## src/rtl/mux_4_arbiter.sv

```systemverilog
// mux_4_arbiter
//   Four-source packet arbiter with a registered output stage.
//   A source that wins arbitration keeps the output until it sends a beat
//   with i_Last set. Between packets, sources are served round-robin,
//   starting after the last source that finished a packet.
//
// Ports
//   i_Clk, i_Rst          clock, synchronous active-high reset
//   i_Valid[3:0]          per-source valid (bit k = source k)
//   i_Last[3:0]           per-source end-of-packet, qualified by i_Valid
//   i_Data1..i_Data4      source data for sources 0..3
//   o_Ready[3:0]          combinational accept strobe, one-hot or zero
//   o_Valid/o_Data/o_Last registered output beat
//   o_Select[1:0]         registered index of the source that produced o_Data
//   i_Ready               downstream accept
module mux_4_arbiter #(
    parameter int g_WIDTH = 8
) (
    input  logic               i_Clk,
    input  logic               i_Rst,
    input  logic [3:0]         i_Valid,
    input  logic [3:0]         i_Last,
    input  logic [g_WIDTH-1:0] i_Data1,
    input  logic [g_WIDTH-1:0] i_Data2,
    input  logic [g_WIDTH-1:0] i_Data3,
    input  logic [g_WIDTH-1:0] i_Data4,
    output logic [3:0]         o_Ready,
    output logic               o_Valid,
    output logic [g_WIDTH-1:0] o_Data,
    output logic               o_Last,
    output logic [1:0]         o_Select,
    input  logic               i_Ready
);

    typedef enum logic {IDLE, LOCKED} state_t;

    state_t             state;
    logic [1:0]         ptr;     // last source to finish a packet
    logic [1:0]         owner;   // source holding the lock in LOCKED
    logic               load;
    logic               found;
    logic               accept;
    logic [1:0]         grant;
    logic [1:0]         idx;
    logic [g_WIDTH-1:0] src_data [4];

    assign src_data[0] = i_Data1;
    assign src_data[1] = i_Data2;
    assign src_data[2] = i_Data3;
    assign src_data[3] = i_Data4;

    // The output register can take a new beat when empty or draining.
    assign load = !o_Valid || i_Ready;

    // Grant selection uses only control inputs; data never reaches o_Ready.
    always_comb begin
        grant = owner;
        found = 1'b0;
        idx   = 2'd0;
        if (state == IDLE) begin
            // Search ptr+1, ptr+2, ptr+3, ptr; the 2-bit add wraps mod 4.
            for (int k = 1; k <= 4; k++) begin
                idx = ptr + 2'(k);
                if (!found && i_Valid[idx]) begin
                    grant = idx;
                    found = 1'b1;
                end
            end
        end else begin
            // Locked: only the owner may move, a gap in its valid keeps the lock.
            found = i_Valid[owner];
        end
    end

    assign accept  = !i_Rst && load && found;
    assign o_Ready = accept ? (4'b0001 << grant) : 4'b0000;

    always_ff @(posedge i_Clk) begin
        if (i_Rst) begin
            state    <= IDLE;
            ptr      <= 2'd3;
            owner    <= 2'd0;
            o_Valid  <= 1'b0;
            o_Data   <= '0;
            o_Last   <= 1'b0;
            o_Select <= 2'd0;
        end else if (accept) begin
            o_Valid  <= 1'b1;
            o_Data   <= src_data[grant];
            o_Last   <= i_Last[grant];
            o_Select <= grant;
            if (state == IDLE) begin
                if (i_Last[grant]) begin
                    ptr <= grant;           // single-beat packet, never locks
                end else begin
                    state <= LOCKED;
                    owner <= grant;
                end
            end else if (i_Last[grant]) begin
                ptr   <= grant;
                state <= IDLE;
            end
        end else if (load) begin
            // Register drained with nothing new: drop valid, hold payload.
            o_Valid <= 1'b0;
        end
    end

endmodule

```

## config.mk

```make
export PLATFORM = sky130hd
export DESIGN_NAME = mux_4_arbiter
export DESIGN_NICKNAME = d
export VERILOG_FILES = /design/src/rtl/mux_4_arbiter.sv
export SDC_FILE = /design/constraint.sdc
export NUM_CORES = 1
export LEC_CHECK = 0
export ABC_AREA = 0
export CORE_MARGIN = 2
export CORE_UTILIZATION = 37
export DETAILED_ROUTE_END_ITERATION = 8
export PLACE_DENSITY = 0.76
export SLEW_MARGIN = 20
export SYNTH_ARGS = -nofsm -noshare
export SYNTH_HDL_FRONTEND = slang
export SYNTH_SLANG_ARGS = --single-unit
```

## constraint.sdc

```tcl
create_clock -name i_Clk -period 2.23 [get_ports i_Clk]
set_clock_uncertainty 0.15 [all_clocks]
set_input_delay 0.446 -clock i_Clk [delete_from_list [all_inputs] [get_ports i_Clk]]
set_output_delay 0.446 -clock i_Clk [all_outputs]
set_load 0.03 [all_outputs]
```

==> impl_metrics.yaml <==
outcome:
  status: "finished with violations"
  violations: "negative setup slack"
pwr:
  p_comb_share_pct: 61.7
  sequentialPowerShare_pct: 25.8
  power_switching_mw: 0.568
  clkPwrFrac_pct: 12.5
  leakage_nw: 1.00
  p_sw_share_pct: 38.4
  p_int_mw: 0.909
  ir_drop_mv: 0.397
  p_per_area_mw_per_mm2: 613
clocking:
  clk_latency_ps: 320
  numCtsBuffers: 3
  cts_hold_buf: 0
  cts-root-buf: "clkbuf_4"
  cts_tree: "built"
  clock_path_buffers: 2
  htreeDepth: 1
  clock_sinks: 17
  clkTransAtPathRegs_ps: 110
die:
  start_util_pct: 38.4
  floorplan.core_area_mm2: 0.00334
  die_area_mm2: 0.00395
  die_y_um: 62.9
  die_x_um: 62.9
  core.rowCount: 21
  pin_count: 59
critical_path:
  cp-end-kind: "output pin"
  arrival_ps: 1890
  start_kind: "register"
  worstSetupPathType: "register to output pin"
  cp_max_fo: 6
  required_ps: 1630
final_layout:
  fill_cells: 258
  area_growth_pct: 87.7
  nNetsFinal: 297
  antenna_cells: 0
  fin_area_mm2: 0.00241
  drive_above_1_share_pct: 36.4
  fin_cells: 299
  final_util_pct: 72.1
grt:
  antenna_found_initial: 0
  grt_max_degree: 17
  grt_pass1_vias: 1584
  grt_use_total_pct: 21.2
  grt_pass1_wl_um: 6670
  overflow: 0
synthesis:
  synth_ff_type: "dfxtp_1"
  synth_edf_count: 0
  syn-num-nets: 203
  syn_area_mm2: 0.00128
  ys_warn_count: 0
  ys_seq_elements: 17
  synthArstFlopShare_pct: 0
  ys_types: 35
  yosysSeqAreaShare_pct: 26.5
  avgSynthCellArea_um2: 8.02
  syn-instance-count: 160
routing:
  viasPerCell: 5.09
  dr.first_iter.drc_count: 66
  routed_wirelength_um: 4200
  antenna_left: 0
  vias: 1522
  wl_per_cell_um: 14.0
  firstDrtPassIters: 4
  drc: 0
hold_path:
  min_path_type: "register to register"
run:
  drv_cap: 0
sta:
  tns_ps: -1150
  finalCritPeriodShare_pct: 111
  worstMarginPinSlew_ps: 365
  relSlewSlack_pct: 75.7
  drv_slew: 0
  setup_viol: 13
  finalHoldViolations: 0
  rsz0062_at_grt: "true"
  fin_ws_ps: -255
  fmax_ghz: 0.402
  min_period_ps: 2490
placed_design:
  gp_congestion: 0.884
  hpwl_um: 3280
  placement.cell_area_mm2: 0.00225
  dp.cells: 288
  portBuffers: 58
state kept, by name, summed over array words and instances (netlist names):
signal and flops:
o_Data 8, state 1, o_Valid 1, o_Select 2, ptr 2, o_Last 1, owner 2
power by group through the flow:
stage | registers (mW) | clock network (mW) | logic, mW
floorplan | 0.436 | 0 | 0.424
global placement | 0.385 | 0 | 0.817
detailed placement | 0.387 | 0 | 0.830
CTS | 0.380 | 0.183 | 0.890
global route | 0.387 | 0.198 | 0.973
finish | 0.381 | 0.184 | 0.911
final timing paths:
path / slack, ps / endpoint / depth (start not counted) / from
min: 320 / o_Data[2] / 2 / o_Data[2]
min reg2reg: 320 / o_Data[2] / 2 / o_Data[2]
max reg2reg: -60 / owner[0] / 10 / ptr[1]
max: -260 / o_Ready[1] / 8 / ptr[1]
cells by family after synthesis:
| kind of cell | share of synthesized area, % |
|---|---|
| buffers and inverters | 6.73 |
| DFF | 26.5 |
| and+or+nand+nor | 20.7 |
| AOI/OAI and AO/OA | 26.3 |
| muxes | 19.7 |
placed cells by master, fill, tap and decap left out, types with 2 or more instances in the layout:
cell type / n
a211oi_1: 2
a21oi_1: 16
a21oi_2: 2
buf_12: 3
buf_2: 2
buf_4: 36
buf_6: 8
clkbuf_4: 3
clkdlybuf4s15_2: 2
clkdlybuf4s50_1: 50
dfxtp_1: 15
inv_1: 2
mux2_2: 8
mux2i_1: 13
nand2_1: 22
nand2b_1: 5
nand2b_4: 3
nand3_1: 2
nor2_1: 11
nor2_4: 5
nor2b_1: 2
o2111ai_1: 2
o211ai_1: 9
o21ai_0: 3
cells in the mapped netlist, drive strengths merged (2+ instances only):
master   count  area [um^2]
dfxtp       17          340
nand3        2         10.0
nand2b       8         50.1
a21oi       18         90.1
o21ai        4         20.0
o2111ai      2         17.5
o211ai       9         67.6
clkbuf       4         16.3
nand2       24         90.1
inv          3         11.3
nor2        17         63.8
mux2i       14          140
buf          9         58.8
a211oi       3         22.5
nor2b        3         26.3
mux2         8         90.1
per-stage QoR:
stage                     power, mW  hold slack (ps)  setup WS (ps)
final                          1.48              318           -255
after global routing           1.56              337           -340
after CTS                      1.45              317           -267
after detailed placement       1.22              302           -638
after global placement         1.20              294           -608
after floorplan               0.860              386           17.0
critical path: stages, from the launching register on:
cell	delay, ps
dfxtp_4	380
nor2b_4	130
and2_4	150
o221a_1	250
a221oi_4	240
buf_4	170
buf_6	90
nor2_4	30
buf_6	130
area by class of cell:
type / instances / area, um^2 / share of cell area [%]
Multi-Input combinational cell: 127 / 995 / 41.3
Timing Repair Buffer: 102 / 968 / 40.2
Sequential cell: 17 / 345 / 14.3
Tap cell: 46 / 57.6 / 2.39
Clock buffer: 3 / 22.5 / 0.936
Inverter: 3 / 11.3 / 0.468
Clock inverter: 1 / 7.51 / 0.312
metal layers:
metal  part of all wire (%)  vias up  wire, um  track usage [%]
li1                       -      758         -                -
met1                     38      700      1580             21.2
met2                     53       54      2220             39.6
met3                    7.6       10       317             6.85
met4                    2.0        0        82             9.17
met5                      0        -         0                0
timing repair:
action,CTS,global route
pin swaps,6,8
gates resized for setup,27,14
buffers inserted,5,3
cloned,0,0
setup endpoints to repair,19,17
Note: power is estimated with default switching activity, not from simulation.
